$ cat src/rtl/srio_ireq_gen_if.sv
// srio_ireq_gen_if
//   AXI4-Stream (HELLO, 64-bit) link between srio_ireq_gen and the SRIO
//   channel ireq slave.
//   master modport: packetizer side (drives tvalid/tlast/tdata/tkeep/tuser).
//   slave modport : channel side (drives tready).
interface srio_ireq_gen_if;
  logic        tvalid;
  logic        tready;
  logic        tlast;
  logic [63:0] tdata;
  logic [7:0]  tkeep;
  logic [31:0] tuser;

  modport master (output tvalid, tlast, tdata, tkeep, tuser, input tready);
  modport slave  (input tvalid, tlast, tdata, tkeep, tuser, output tready);
endinterface

$ cat src/rtl/srio_ireq_gen.sv
// srio_ireq_gen
//   Initiator-request packetizer for the SRIO ireq stream (HELLO format).
//   Turns one user command (type/addr/len) plus the user data stream into a
//   header beat followed by 0..32 data beats. Owns the TID counter, length
//   legality checks and tlast generation. Runs in the SRIO log clock domain.
//
// Ports
//   i_clk, i_rst          clock, synchronous active-low reset
//   i_port_initialized    link up; gates command acceptance
//   i_req_valid/o_req_ready, i_req_type, i_req_addr, i_req_len
//                         command handshake (type 0=NWRITE 1=NWRITE_R
//                         2=SWRITE 3=NREAD, len in bytes 1..256)
//   o_req_err             one-cycle pulse on a rejected command
//   s_data_tvalid/s_data_tready/s_data_tdata
//                         user write-data stream
//   m_axis_ireq           ireq stream (srio_ireq_gen_if.master)
//   o_busy                high whenever not idle
//   o_timeout             data-stall pulse (SRIO_IREQ_TIMEOUT_EN only)
//
// Build option
//   SRIO_IREQ_TIMEOUT_EN  when defined, a DATA phase stalled for P_TIMEOUT
//                         cycles is completed with zero-filled beats.
module srio_ireq_gen #(
  parameter logic [7:0]  P_SRC_ID  = 8'h01,
  parameter logic [7:0]  P_DST_ID  = 8'h02,
  parameter logic [1:0]  P_PRIO    = 2'd1
`ifdef SRIO_IREQ_TIMEOUT_EN
  , parameter logic [15:0] P_TIMEOUT = 16'd1024
`endif
) (
  input  logic                    i_clk,
  input  logic                    i_rst,
  input  logic                    i_port_initialized,
  input  logic                    i_req_valid,
  output logic                    o_req_ready,
  input  logic [1:0]              i_req_type,
  input  logic [33:0]             i_req_addr,
  input  logic [8:0]              i_req_len,
  output logic                    o_req_err,
  input  logic                    s_data_tvalid,
  output logic                    s_data_tready,
  input  logic [63:0]             s_data_tdata,
  srio_ireq_gen_if.master         m_axis_ireq,
  output logic                    o_busy
`ifdef SRIO_IREQ_TIMEOUT_EN
  , output logic                  o_timeout
`endif
);

  typedef enum logic [1:0] {S_IDLE, S_HDR, S_DATA} state_e;
  typedef enum logic [1:0] {
    T_NWRITE   = 2'd0,
    T_NWRITE_R = 2'd1,
    T_SWRITE   = 2'd2,
    T_NREAD    = 2'd3
  } req_type_e;

  state_e      state;
  req_type_e   req_type_q;
  logic [33:0] req_addr_q;
  logic [7:0]  req_len_m1_q;
  logic [7:0]  tid;
  logic [4:0]  beat_cnt;
  logic [8:0]  len_m1;
  logic        len_bad;
  logic        cmd_fire;
  logic        m_fire;
  logic [3:0]  ftype;
  logic [3:0]  ttype;

`ifdef SRIO_IREQ_TIMEOUT_EN
  logic [15:0] stall_cnt;
  logic        pad_q;
`endif

  // len-1 wraps to 511 for len=0 and lands in 256..510 for len>256, so bit 8
  // alone flags every out-of-range length.
  assign len_m1   = i_req_len - 9'd1;
  assign len_bad  = len_m1[8] ||
                    ((i_req_type == T_SWRITE) && (i_req_len[2:0] != 3'd0));
  assign cmd_fire = i_req_valid && o_req_ready;
  assign m_fire   = m_axis_ireq.tvalid && m_axis_ireq.tready;

  assign o_req_ready       = (state == S_IDLE) && i_port_initialized;
  assign o_busy            = (state != S_IDLE);
  assign m_axis_ireq.tkeep = '1;
  assign m_axis_ireq.tuser = {8'h00, P_SRC_ID, 8'h00, P_DST_ID};

  always_comb begin
    ftype = 4'd5;
    ttype = 4'd4;
    unique case (req_type_q)
      T_NWRITE:   begin ftype = 4'd5; ttype = 4'd4; end
      T_NWRITE_R: begin ftype = 4'd5; ttype = 4'd5; end
      T_SWRITE:   begin ftype = 4'd6; ttype = 4'd0; end
      T_NREAD:    begin ftype = 4'd2; ttype = 4'd4; end
    endcase
  end

  always_comb begin
    m_axis_ireq.tvalid = 1'b0;
    m_axis_ireq.tlast  = 1'b0;
    m_axis_ireq.tdata  = '0;
    s_data_tready      = 1'b0;
    case (state)
      S_HDR: begin
        m_axis_ireq.tvalid = 1'b1;
        m_axis_ireq.tlast  = (req_type_q == T_NREAD);
        m_axis_ireq.tdata  = {tid, ftype, ttype, 1'b0, P_PRIO, 1'b0,
                              req_len_m1_q, 2'b00, req_addr_q};
      end
      S_DATA: begin
        // Last beat index is (len-1)>>3, i.e. ceil(len/8)-1.
        m_axis_ireq.tlast = (beat_cnt == req_len_m1_q[7:3]);
`ifdef SRIO_IREQ_TIMEOUT_EN
        if (pad_q) begin
          m_axis_ireq.tvalid = 1'b1;
        end else
`endif
        begin
          m_axis_ireq.tvalid = s_data_tvalid;
          m_axis_ireq.tdata  = s_data_tdata;
          s_data_tready      = m_axis_ireq.tready;
        end
      end
      default: ;
    endcase
  end

  always_ff @(posedge i_clk) begin
    if (!i_rst) begin
      state        <= S_IDLE;
      tid          <= '0;
      beat_cnt     <= '0;
      req_type_q   <= T_NWRITE;
      req_addr_q   <= '0;
      req_len_m1_q <= '0;
      o_req_err    <= 1'b0;
    end else begin
      o_req_err <= 1'b0;
      case (state)
        S_IDLE: begin
          if (cmd_fire) begin
            if (len_bad) begin
              o_req_err <= 1'b1;
            end else begin
              req_type_q   <= req_type_e'(i_req_type);
              req_addr_q   <= i_req_addr;
              req_len_m1_q <= len_m1[7:0];
              state        <= S_HDR;
            end
          end
        end
        S_HDR: begin
          if (m_fire) begin
            tid      <= tid + 8'd1;
            beat_cnt <= '0;
            state    <= (req_type_q == T_NREAD) ? S_IDLE : S_DATA;
          end
        end
        S_DATA: begin
          if (m_fire) begin
            if (m_axis_ireq.tlast) begin
              beat_cnt <= '0;
              state    <= S_IDLE;
            end else begin
              beat_cnt <= beat_cnt + 5'd1;
            end
          end
        end
        default: state <= S_IDLE;
      endcase
    end
  end

`ifdef SRIO_IREQ_TIMEOUT_EN
  always_ff @(posedge i_clk) begin
    if (!i_rst || (state != S_DATA)) begin
      stall_cnt <= '0;
      pad_q     <= 1'b0;
      o_timeout <= 1'b0;
    end else begin
      o_timeout <= 1'b0;
      if (s_data_tvalid) begin
        stall_cnt <= '0;
      end else if (!pad_q) begin
        stall_cnt <= stall_cnt + 16'd1;
        if ((stall_cnt + 16'd1) == P_TIMEOUT) begin
          pad_q     <= 1'b1;
          o_timeout <= 1'b1;
        end
      end
    end
  end
`endif

endmodule

$ cat src/flat_wrapper.sv
// flat-port wrapper written by rule: the top's interface ports become plain ports
module srio_ireq_gen_flat 
#(
  parameter logic [7:0]  P_SRC_ID  = 8'h01,
  parameter logic [7:0]  P_DST_ID  = 8'h02,
  parameter logic [1:0]  P_PRIO    = 2'd1

)
  (i_clk, i_rst, i_port_initialized, i_req_valid, o_req_ready, i_req_type, i_req_addr, i_req_len, o_req_err, s_data_tvalid, s_data_tready, s_data_tdata, o_busy, m_axis_ireq_tvalid, m_axis_ireq_tlast, m_axis_ireq_tdata, m_axis_ireq_tkeep, m_axis_ireq_tuser, m_axis_ireq_tready);
  srio_ireq_gen_if m_axis_ireq_i ();
  input  logic i_clk;
  input  logic i_rst;
  input  logic i_port_initialized;
  input  logic i_req_valid;
  output logic o_req_ready;
  input  logic [1:0] i_req_type;
  input  logic [33:0] i_req_addr;
  input  logic [8:0] i_req_len;
  output logic o_req_err;
  input  logic s_data_tvalid;
  output logic s_data_tready;
  input  logic [63:0] s_data_tdata;
  output logic o_busy;
  output wire logic [$bits(m_axis_ireq_i.tvalid)-1:0] m_axis_ireq_tvalid;
  output wire logic [$bits(m_axis_ireq_i.tlast)-1:0] m_axis_ireq_tlast;
  output wire logic [$bits(m_axis_ireq_i.tdata)-1:0] m_axis_ireq_tdata;
  output wire logic [$bits(m_axis_ireq_i.tkeep)-1:0] m_axis_ireq_tkeep;
  output wire logic [$bits(m_axis_ireq_i.tuser)-1:0] m_axis_ireq_tuser;
  input wire logic [$bits(m_axis_ireq_i.tready)-1:0] m_axis_ireq_tready;
  assign m_axis_ireq_tvalid = m_axis_ireq_i.tvalid;
  assign m_axis_ireq_tlast = m_axis_ireq_i.tlast;
  assign m_axis_ireq_tdata = m_axis_ireq_i.tdata;
  assign m_axis_ireq_tkeep = m_axis_ireq_i.tkeep;
  assign m_axis_ireq_tuser = m_axis_ireq_i.tuser;
  assign m_axis_ireq_i.tready = m_axis_ireq_tready;
  srio_ireq_gen #(.P_SRC_ID(P_SRC_ID), .P_DST_ID(P_DST_ID), .P_PRIO(P_PRIO)) u_core (.i_clk(i_clk), .i_rst(i_rst), .i_port_initialized(i_port_initialized), .i_req_valid(i_req_valid), .o_req_ready(o_req_ready), .i_req_type(i_req_type), .i_req_addr(i_req_addr), .i_req_len(i_req_len), .o_req_err(o_req_err), .s_data_tvalid(s_data_tvalid), .s_data_tready(s_data_tready), .s_data_tdata(s_data_tdata), .m_axis_ireq(m_axis_ireq_i), .o_busy(o_busy));
endmodule
$ cat config.mk
export PLATFORM = sky130hd
export DESIGN_NAME = srio_ireq_gen_flat
export DESIGN_NICKNAME = d
export VERILOG_FILES = /design/src/rtl/srio_ireq_gen_if.sv /design/src/rtl/srio_ireq_gen.sv /design/src/flat_wrapper.sv
export SDC_FILE = /design/constraint.sdc
export NUM_CORES = 1
export LEC_CHECK = 0
export ABC_AREA = 1
export CAP_MARGIN = 20
export CORE_UTILIZATION = 35
export DETAILED_ROUTE_END_ITERATION = 10
export GPL_TIMING_DRIVEN = 0
export PLACE_DENSITY = 0.87
export SLEW_MARGIN = 20
export SYNTH_ARGS = -nofsm -noshare
export SYNTH_HDL_FRONTEND = slang
export SYNTH_SLANG_ARGS = --single-unit
$ cat constraint.sdc
create_clock -name i_clk -period 1.72 [get_ports i_clk]
set_input_delay 0.43 -clock i_clk [delete_from_list [all_inputs] [get_ports i_clk]]
set_output_delay 0.43 -clock i_clk [all_outputs]
set_load 0.05 [all_outputs]
==> results.json, run 1 <==
{
  "outcome": "finished with violations",
  "violations": "negative setup slack",
  "fin_area_sq_mm": 0.00857,
  "peakVddDrop_mv": 0.695,
  "cts_tree": "yes",
  "root_buffer": "clkbuf_8",
  "rrSetupSlack_ns": -0.28,
  "yosysWarnings": 0,
  "hp-class": "in2reg",
  "avgSynthCellArea_sq_um": 6.36,
  "fill_cells": 646,
  "numCtsBuffers": 9,
  "vias": 5474,
  "pre_cts_ws_ns": -0.850,
  "start_util_pct": 36.0,
  "final_common_cell": "clkdlybuf4s50_1",
  "cap_violations": 0,
  "first_pass_iters": 6,
  "syn_area_sq_mm": 0.00392,
  "diodes": 0,
  "holdPathEnd": "u_core.req_type_q[0]",
  "final_nets": 1024,
  "cts_buffer_depth": 2,
  "avgViaCountPerCell": 5.23,
  "rr_startpoint": "u_core.state[1]",
  "min-delay-start": "i_req_type[0]",
  "rsz0062_at_grt": "true",
  "cts.sinks": 60,
  "clk_latency_ns": 0.34,
  "fin_crit_ns": 2.22,
  "gp_congestion": 0.876,
  "setup_viol": 85,
  "final_hold_viol_count": 0,
  "grt_pass1_wl_microns": 25400,
  "end_kind": "output pin",
  "place_inst": 979,
  "crit_required_ns": 1.29,
  "drc_errors": 0,
  "drive_gt1_share_pct": 44.3,
  "first_iter_violations": 533,
  "pin_count": 225,
  "port_buffers": 184,
  "power_density_mw_per_mm2": 994,
  "fmax_ghz": 0.450,
  "htree_levels": 3,
  "wl_microns": 19900,
  "synthCells": 617,
  "fin_ws_ns": -0.501,
  "place_area_sq_mm": 0.00695,
  "hold_depth": 3,
  "grt_antenna_before_repair": 0,
  "start_kind": "register",
  "drtAntennaViolNets": 0,
  "die_area_sq_mm": 0.0116,
  "slew_viol_final": 0,
  "rr_endpoint": "u_core.tid[5]",
  "final_cell_mix": "clkdlybuf4s50_1 (105), nand2_1 (103), inv_1 (70), buf_4 (68), buf_6 (68)",
  "min_period_over_period_pct": 129,
  "yosysSeqAreaShare_pct": 30.6,
  "grt_pass1_vias": 4978,
  "critPathKind": "reg2out",
  "clkTransAtPathRegs_ns": 0.07,
  "hpwl_microns": 11300,
  "rows": 38,
  "path_max_fanout": 6,
  "fin_cells": 1046,
  "core_sq_mm": 0.0109,
  "area_growth_pct": 118,
  "holdBufCountCts": 0,
  "finClkSkew_ns": 0.0104,
  "die_y_microns": 108,
  "post_drt_wl_per_cell_microns": 19.0,
  "overflow": 0,
  "grt_usage_pct": 29.0,
  "ff2ff_path_depth": 11,
  "leakagePower_nw": 3.44,
  "yosysUniqueCellTypes": 32,
  "dieWidth_microns": 108,
  "grt_max_degree": 11,
  "arrival_ns": 1.79,
  "ys_ff_latch": 60
}
==> worst max-delay path by stage <==
stage,from,end,slack (ns),cells after the start
floorplan,u_core.state[0],m_axis_ireq_tdata[13],-0.07,7
finish,u_core.state[1],m_axis_ireq_tlast,-0.50,10
global placement,u_core.state[0],m_axis_ireq_tdata[25],-0.83,8
global route,u_core.state[1],m_axis_ireq_tdata[14],-0.53,7
detailed placement,u_core.state[0],m_axis_ireq_tdata[39],-0.85,7
CTS,u_core.state[1],m_axis_ireq_tdata[11],-0.46,7
==> critical path, stage by stage (launching register included) <==
cell and delay [ns]:
dfxtp_4 0.37, buf_6 0.10, ha_4 0.21, buf_6 0.13, nand2_2 0.06, nor2_2 0.10
nand3_1 0.09, nand2_1 0.09, nand2_2 0.08, clkinvlp_4 0.08, buf_8 0.14
==> cell families after synthesis <==
kind of cell | after synthesis | synth area share [%]
and+or+nand+nor | 216 | 23.2
AOI/OAI and AO/OA | 166 | 21.7
buffers and inverters | 160 | 20.6
DFF | 60 | 30.6
adders and majority gates | 8 | 2.55
xor gates and xnor gates | 5 | 1.12
other | 2 | 0.192
==> flip-flops by register name, summed over array words and instances (netlist names) <==
| name | flops |
|---|---|
| u_core.beat_cnt | 5 |
| u_core.o_req_err | 1 |
| u_core.req_addr_q | 34 |
| u_core.req_len_m1_q | 8 |
| u_core.req_type_q | 2 |
| u_core.state | 2 |
| u_core.tid | 8 |
==> synthesized netlist by cell type (all sizes together) <==
library cell	n	area (sq um)
nand3b	1	7.51
clkbuf	14	56.3
dfxtp	60	1200
buf	60	427
nand2	169	647
and3	1	6.26
nor2	19	78.8
a31oi	1	6.26
nor3	8	55.1
o21ai	51	259
xor2	5	43.8
inv	85	319
ha	8	100
clkinv	1	5.00
o21a	1	7.51
nand4	5	46.3
or2	3	18.8
nand3	10	50.1
o21bai	1	7.51
a21oi	112	572
conb	2	7.51
==> timing repair <==
item / CTS / global route
pin swaps: 20 / 43
gates cloned: 12 / 3
buffers inserted: 24 / 14
setup endpoints to repair: 116 / 127
resized for setup: 619 / 132
==> through the flow <==
step / utilization [%] / setup TNS [ns] / hold WS, ns / total power [W]
after floorplan: - / -3.23 / 0.424 / 0.00445
after global placement: 63.8 / -82.67 / 0.432 / 0.00544
after detailed placement: 63.8 / -84.90 / 0.435 / 0.00548
after CTS: 73.6 / -28.17 / 0.447 / 0.00771
after global routing: 78.7 / -34.54 / 0.457 / 0.00874
final: 78.7 / -32.06 / 0.432 / 0.00851
==> metal layers <==
| metal | vias up | GRT usage (%) | wire [microns] | share of wire, % |
|---|---|---|---|---|
| li1 | 2462 | - | - | - |
| met2 | 389 | 51.8 | 10100 | 51 |
| met3 | 96 | 6.23 | 1690 | 8.5 |
| met5 | - | 0 | 0 | 0 |
| met4 | 0 | 12.4 | 1040 | 5.2 |
| met1 | 2527 | 33.0 | 7090 | 36 |
==> power by group <==
group	leakage (nW)	switching, W	internal [W]
logic	2.85	0.00320	0.00235
clock network	0.102	0.000611	0.000745
registers	0.489	0.0000882	0.00152
==> cell type report <==
type	instances	area (sq um)	share of cell area, %
plain buffers	73	820	9.57
repair buffers	235	2560	29.9
well taps	140	175	2.04
clock buffers	12	155	1.81
multi-input cells	436	3240	37.8
inverters	86	362	4.22
clock inverters	4	47.5	0.555
flip-flops and latches	60	1210	14.1
Power figures use the tool's default switching activity.
==> run 2, diff against run 1 <==
Settings changed: CORE_MARGIN set to 1, CORE_UTILIZATION 35 to 36, CTS_BUF_LIST set to sky130_fd_sc_hd__clkbuf_2 sky130_fd_sc_hd__clkbuf_4 sky130_fd_sc_hd__clkbuf_8, PLACE_DENSITY 0.87 to 0.89.
==> run 2 against run 1 <==
The run still ends with negative setup slack left. First-iteration DRC count shrank 7.1%. Worst setup slack lost 0.052 ns. Wire length grew 8.2%. Hold slack gained 0.017 ns. Final cell count shrank 0.38%. Sequential power is essentially flat. Register-to-register slack lost 0.15 ns. Sequential cell count is the same. Global-route usage grew 1.8 points. Largest cell class unchanged.
==> results.json, run 2 (synthesized netlist as in run 1, its figures left out) <==
{
  "holdBufCountCts": 0,
  "fmax_ghz": 0.440,
  "gp_congestion": 0.847,
  "largestRegisters": "u_core.req_addr_q: 34 flops, u_core.req_len_m1_q: 8 flops, u_core.tid: 8 flops",
  "cap_violations": 0,
  "p_total_w": 0.00856,
  "final_cell_mix": "clkdlybuf4s50_1 (106), nand2_1 (84), buf_6 (81), inv_1 (73), nand2_2 (67)",
  "fin_crit_ns": 2.27,
  "cpPeakStageDelay_ns": 0.38,
  "grt_max_degree": 11,
  "worst_path_dominant_cell_family": "simple AND/OR/NAND/NOR gates",
  "htree_levels": 3,
  "clkTransAtPathRegs_ns": 0.08,
  "crit_chain": "buf_4, ha_4, buf_6, nand2_2, nor2_1, nand3_1, nand2_1, nand2_2, clkinvlp_4, buf_8",
  "max_slew_margin_pct": 61.1,
  "cts_tree": "yes",
  "port_buffers": 184,
  "critPathKind": "reg2out",
  "dieWidth_microns": 106,
  "cp_slowest_cell": "dfxtp_4",
  "rr_endpoint": "u_core.tid[3]",
  "cp_num_buf_inv": 4,
  "power_density_mw_per_mm2": 988,
  "peakVddDrop_mv": 0.768,
  "regMostFlops": "u_core.req_addr_q",
  "cts_buffer_depth": 2,
  "drc_errors": 0,
  "vias": 5689,
  "rows": 37,
  "die_y_microns": 106,
  "rsz0062_at_grt": "true",
  "first_iter_violations": 495,
  "cts.sinks": 60,
  "rr_startpoint": "u_core.state[1]",
  "area_growth_pct": 121,
  "finClkSkew_ns": 0.0154,
  "overflow": 0,
  "wl_microns": 21600,
  "cp_num_cells": 10,
  "grt_antenna_before_repair": 0,
  "rrSetupSlack_ns": -0.43,
  "grt_pass1_vias": 5282,
  "fin_ws_ns": -0.554,
  "leakagePower_nw": 3.46,
  "first_pass_iters": 5,
  "avgViaCountPerCell": 5.46,
  "grt_usage_pct": 30.8,
  "outcome": "finished with violations",
  "start_kind": "register",
  "end_kind": "output pin",
  "arrival_ns": 1.84,
  "setup_viol": 123,
  "crit_top_cell": "nand2_2",
  "path_max_fanout": 6,
  "pin_count": 225,
  "crit_required_ns": 1.29,
  "start_util_pct": 37.5,
  "worst_slew_pin_slew_ns": 0.584,
  "fill_cells": 556,
  "root_buffer": "clkbuf_8",
  "clk_latency_ns": 0.35,
  "numCtsBuffers": 9,
  "endpoint": "m_axis_ireq_tlast",
  "final_nets": 1025,
  "grt_pass1_wl_microns": 26600,
  "die_area_sq_mm": 0.0113,
  "core_sq_mm": 0.0105,
  "startpoint": "u_core.state[1]",
  "ff2ff_path_depth": 12,
  "post_drt_wl_per_cell_microns": 20.7,
  "drive_gt1_share_pct": 46.2,
  "slew_viol_final": 0,
  "pre_cts_ws_ns": -0.834,
  "final_common_cell": "clkdlybuf4s50_1",
  "final_hold_viol_count": 0,
  "drtAntennaViolNets": 0,
  "hpwl_microns": 11300,
  "largest_reg_flops": 34,
  "diodes": 0,
  "min_period_over_period_pct": 132,
  "violations": "negative setup slack",
  "hp-class": "reg2reg"
}
-- run 2: cell types whose count changed in the layout (fill, tap and decap cells not counted), moves of 7 or more --
| cell | delta |
|---|---|
| nand2_2 | +24 |
| nand2_1 | -19 |
| a21oi_1 | -15 |
| buf_6 | +13 |
| a21oi_2 | +12 |
| buf_4 | -9 |
| o21ai_2 | -9 |
| buf_12 | +7 |
| buf_8 | -7 |
-- run 2: cell type report --
| cell class | count | area (sq um) | area share [%] |
|---|---|---|---|
| clock inverters | 2 | 10.0 | 0.116 |
| flip-flops and latches | 60 | 1210 | 13.9 |
| clock buffers | 13 | 166 | 1.92 |
| plain buffers | 73 | 800 | 9.23 |
| repair buffers | 236 | 2640 | 30.5 |
| inverters | 86 | 359 | 4.14 |
| well taps | 136 | 170 | 1.96 |
| multi-input cells | 436 | 3310 | 38.2 |
-- run 2: worst reg2reg max path, cell delays in order, from the launching register on --
cell	delay [ns]
dfxtp_4	0.38
buf_4	0.13
ha_4	0.18
buf_4	0.13
buf_4	0.14
nand2_4	0.06
a21oi_4	0.19
buf_6	0.15
nand2_8	0.08
nor3_4	0.26
buf_6	0.14
a21oi_1	0.08
o21a_1	0.13
-- run 2: per-stage QoR --
| stage | util (%) | cells | setup TNS, ns | hold WS, ns | cell area, sq um |
|---|---|---|---|---|---|
| 2_1_floorplan | - | 655 | -3.23 | 0.424 | 4930 |
| 3_3_place_gp | 66.4 | 975 | -81.28 | 0.432 | 6950 |
| 3_5_place_dp | 66.4 | 975 | -84.87 | 0.436 | 6950 |
| 4_1_cts | 76.7 | 1027 | -26.93 | 0.447 | 8020 |
| 5_1_grt | 82.8 | 1042 | -40.61 | 0.479 | 8670 |
| 6_report | 82.8 | 1042 | -38.01 | 0.449 | 8670 |
-- run 2: power breakdown --
group          total, W  switching (W)  internal [W]
Clock           0.00125       0.000623      0.000624
Sequential      0.00163       0.000112       0.00152
Combinational   0.00569        0.00329       0.00239
Total           0.00856        0.00403       0.00453
-- run 2: how the worst min path moves through the flow --
stage | start | end | cells past startpoint
6_report | u_core.req_addr_q[19] | u_core.req_addr_q[19] | 2
5_1_grt | u_core.req_addr_q[30] | u_core.req_addr_q[30] | 2
4_1_cts | u_core.req_addr_q[19] | u_core.req_addr_q[19] | 2
3_5_place_dp | u_core.req_addr_q[8] | u_core.req_addr_q[8] | 2
3_3_place_gp | u_core.req_addr_q[2] | u_core.req_addr_q[2] | 2
2_1_floorplan | u_core.req_addr_q[0] | u_core.req_addr_q[0] | 2
-- run 2: metal layers --
metal  vias up  part of all wire (%)  track usage [%]
li1       2456                     -                -
met1      2636                    35             32.5
met2       464                    49             56.4
met3       133                   9.7             7.11
met4         0                   6.1             16.2
met5         -                     0                0
-- run 2: repair_timing --
item,CTS,global route
pin swaps,27,25
setup endpoints to repair,117,127
setup buffers,29,7
gates cloned,9,8
resized for setup,616,152
==> run 3, diff against run 2 <==
Settings changed: CELL_PAD_IN_SITES_DETAIL_PLACEMENT set to 0, CELL_PAD_IN_SITES_GLOBAL_PLACEMENT set to 1, CORE_MARGIN 1 to 2, CORE_UTILIZATION 36 to 23, PLACE_DENSITY 0.89 to 0.87.
==> run 3 against run 2 <==
The run still ends with negative setup slack left. Global-route usage down 12 points. Core utilization shrank 28 points. Sequential cell count stayed put. Critical path type unchanged. Highest routed layer unchanged.
==> results.json, run 3 (synthesized netlist as in run 1, its figures left out) <==
{
  "outcome": "finished with violations",
  "violations": "negative setup slack",
  "finClkSkew_ns": 0.00652,
  "cts.sinks": 60,
  "arrival_ns": 1.77,
  "fin_crit_ns": 2.20,
  "clkTransAtPathRegs_ns": 0.07,
  "drtAntennaViolNets": 0,
  "peakVddDrop_mv": 0.575,
  "start_util_pct": 23.6,
  "slew_viol_final": 0,
  "holdBufCountCts": 0,
  "grt_pass1_wl_microns": 25700,
  "regMostFlops": "u_core.req_addr_q",
  "first_iter_violations": 199,
  "cts_buffer_depth": 2,
  "drc_errors": 0,
  "path_max_fanout": 10,
  "pre_cts_ws_ns": -0.890,
  "core_sq_mm": 0.0166,
  "avgViaCountPerCell": 4.36,
  "vias": 4921,
  "die_y_microns": 135,
  "gp_congestion": 0.854,
  "setup_viol": 82,
  "first_pass_iters": 4,
  "pin_count": 225,
  "min_period_over_period_pct": 128,
  "leakagePower_nw": 3.75,
  "fin_cells": 1128,
  "fmax_ghz": 0.454,
  "end_kind": "output pin",
  "rrSetupSlack_ns": -0.17,
  "largest_reg_flops": 34,
  "cts_tree": "yes",
  "final_cell_mix": "clkdlybuf4s50_1 (104), nand2_1 (84), buf_6 (66), inv_1 (65)",
  "place_inst": 1059,
  "hpwl_microns": 12200,
  "start_kind": "register",
  "grt_pass1_vias": 4742,
  "critPathKind": "reg2out",
  "htree_levels": 3,
  "cap_violations": 0,
  "rows": 47,
  "fin_ws_ns": -0.484,
  "wl_microns": 18300,
  "grt_antenna_before_repair": 0,
  "area_growth_pct": 131,
  "die_area_sq_mm": 0.0181,
  "max_slew_margin_pct": 60.8,
  "dieWidth_microns": 135,
  "worst_slew_pin_slew_ns": 0.587,
  "final_core_util_pct": 54.5,
  "overflow": 0,
  "hp-class": "reg2reg",
  "crit_required_ns": 1.29,
  "clk_latency_ns": 0.36,
  "drive_gt1_share_pct": 46.6,
  "root_buffer": "clkbuf_8",
  "rsz0062_at_grt": "true",
  "final_common_cell": "clkdlybuf4s50_1",
  "largestRegisters": "u_core.req_addr_q: 34 flops, u_core.req_len_m1_q: 8 flops, u_core.tid: 8 flops",
  "final_nets": 1026,
  "final_hold_viol_count": 0,
  "diodes": 0,
  "port_buffers": 184,
  "grt_max_degree": 11,
  "grt_usage_pct": 18.7,
  "power_density_mw_per_mm2": 1010,
  "post_drt_wl_per_cell_microns": 16.3,
  "numCtsBuffers": 9
}
## run 3: changes by cell type in the layout (fill, tap and decap cells not counted), moves of 8 or more
cell,change
nand2_4,+27
inv_1,-8
buf_6,-15
buf_8,+18
inv_2,+9
nand2_2,-26
## run 3: critical path, stage by stage, from the launching register on
cell	delay, ns
dfxtp_4	0.37
buf_6	0.10
ha_4	0.18
clkbuf_16	0.18
buf_12	0.14
nand2_2	0.10
a21oi_4	0.16
buf_6	0.18
## run 3: final timing paths
check	startpoint	endpoint	cells past startpoint
min	u_core.req_addr_q[3]	u_core.req_addr_q[3]	2
max reg2reg	u_core.state[0]	u_core.beat_cnt[3]	15
max	u_core.state[0]	m_axis_ireq_tdata[2]	7
min reg2reg	u_core.req_addr_q[3]	u_core.req_addr_q[3]	2
## run 3: power by group
group	switching, W	internal [W]
Clock	0.000612	0.00112
Sequential	0.0000988	0.00152
Combinational	0.00322	0.00257
## run 3: per-layer routing
metal  wire length, microns  GRT usage [%]
met1                   7840           22.5
met2                   9010           32.4
met4                    395           6.14
met3                   1100           4.77
met5                      0              0
## run 3: layout make-up
class	instances	area, sq um
clock buffers	13	179
plain buffers	72	812
inverters	86	354
repair buffers	238	2760
fillers	1501	7580
multi-input cells	436	3390
clock inverters	3	90.1
well taps	220	275
flip-flops and latches	60	1210
## run 3: per-stage QoR
stage	setup TNS, ns	area, sq um	power [W]	hold slack (ns)
floorplan	-3.23	4930	0.00445	0.424
global placement	-86.51	7050	0.00553	0.432
detailed placement	-86.98	7050	0.00555	0.436
CTS	-30.09	8310	0.00842	0.447
global route	-35.40	9060	0.00950	0.453
finish	-29.79	9060	0.00914	0.449
## run 3: what timing repair did
| item | CTS | global route |
|---|---|---|
| buffers inserted | 28 | 10 |
| hold endpoints to repair | 0 | 0 |
| endpoints found under the setup margin | 118 | 126 |
| gates resized for setup | 638 | 164 |
| pin swaps | 24 | 53 |
| cloned | 9 | 9 |
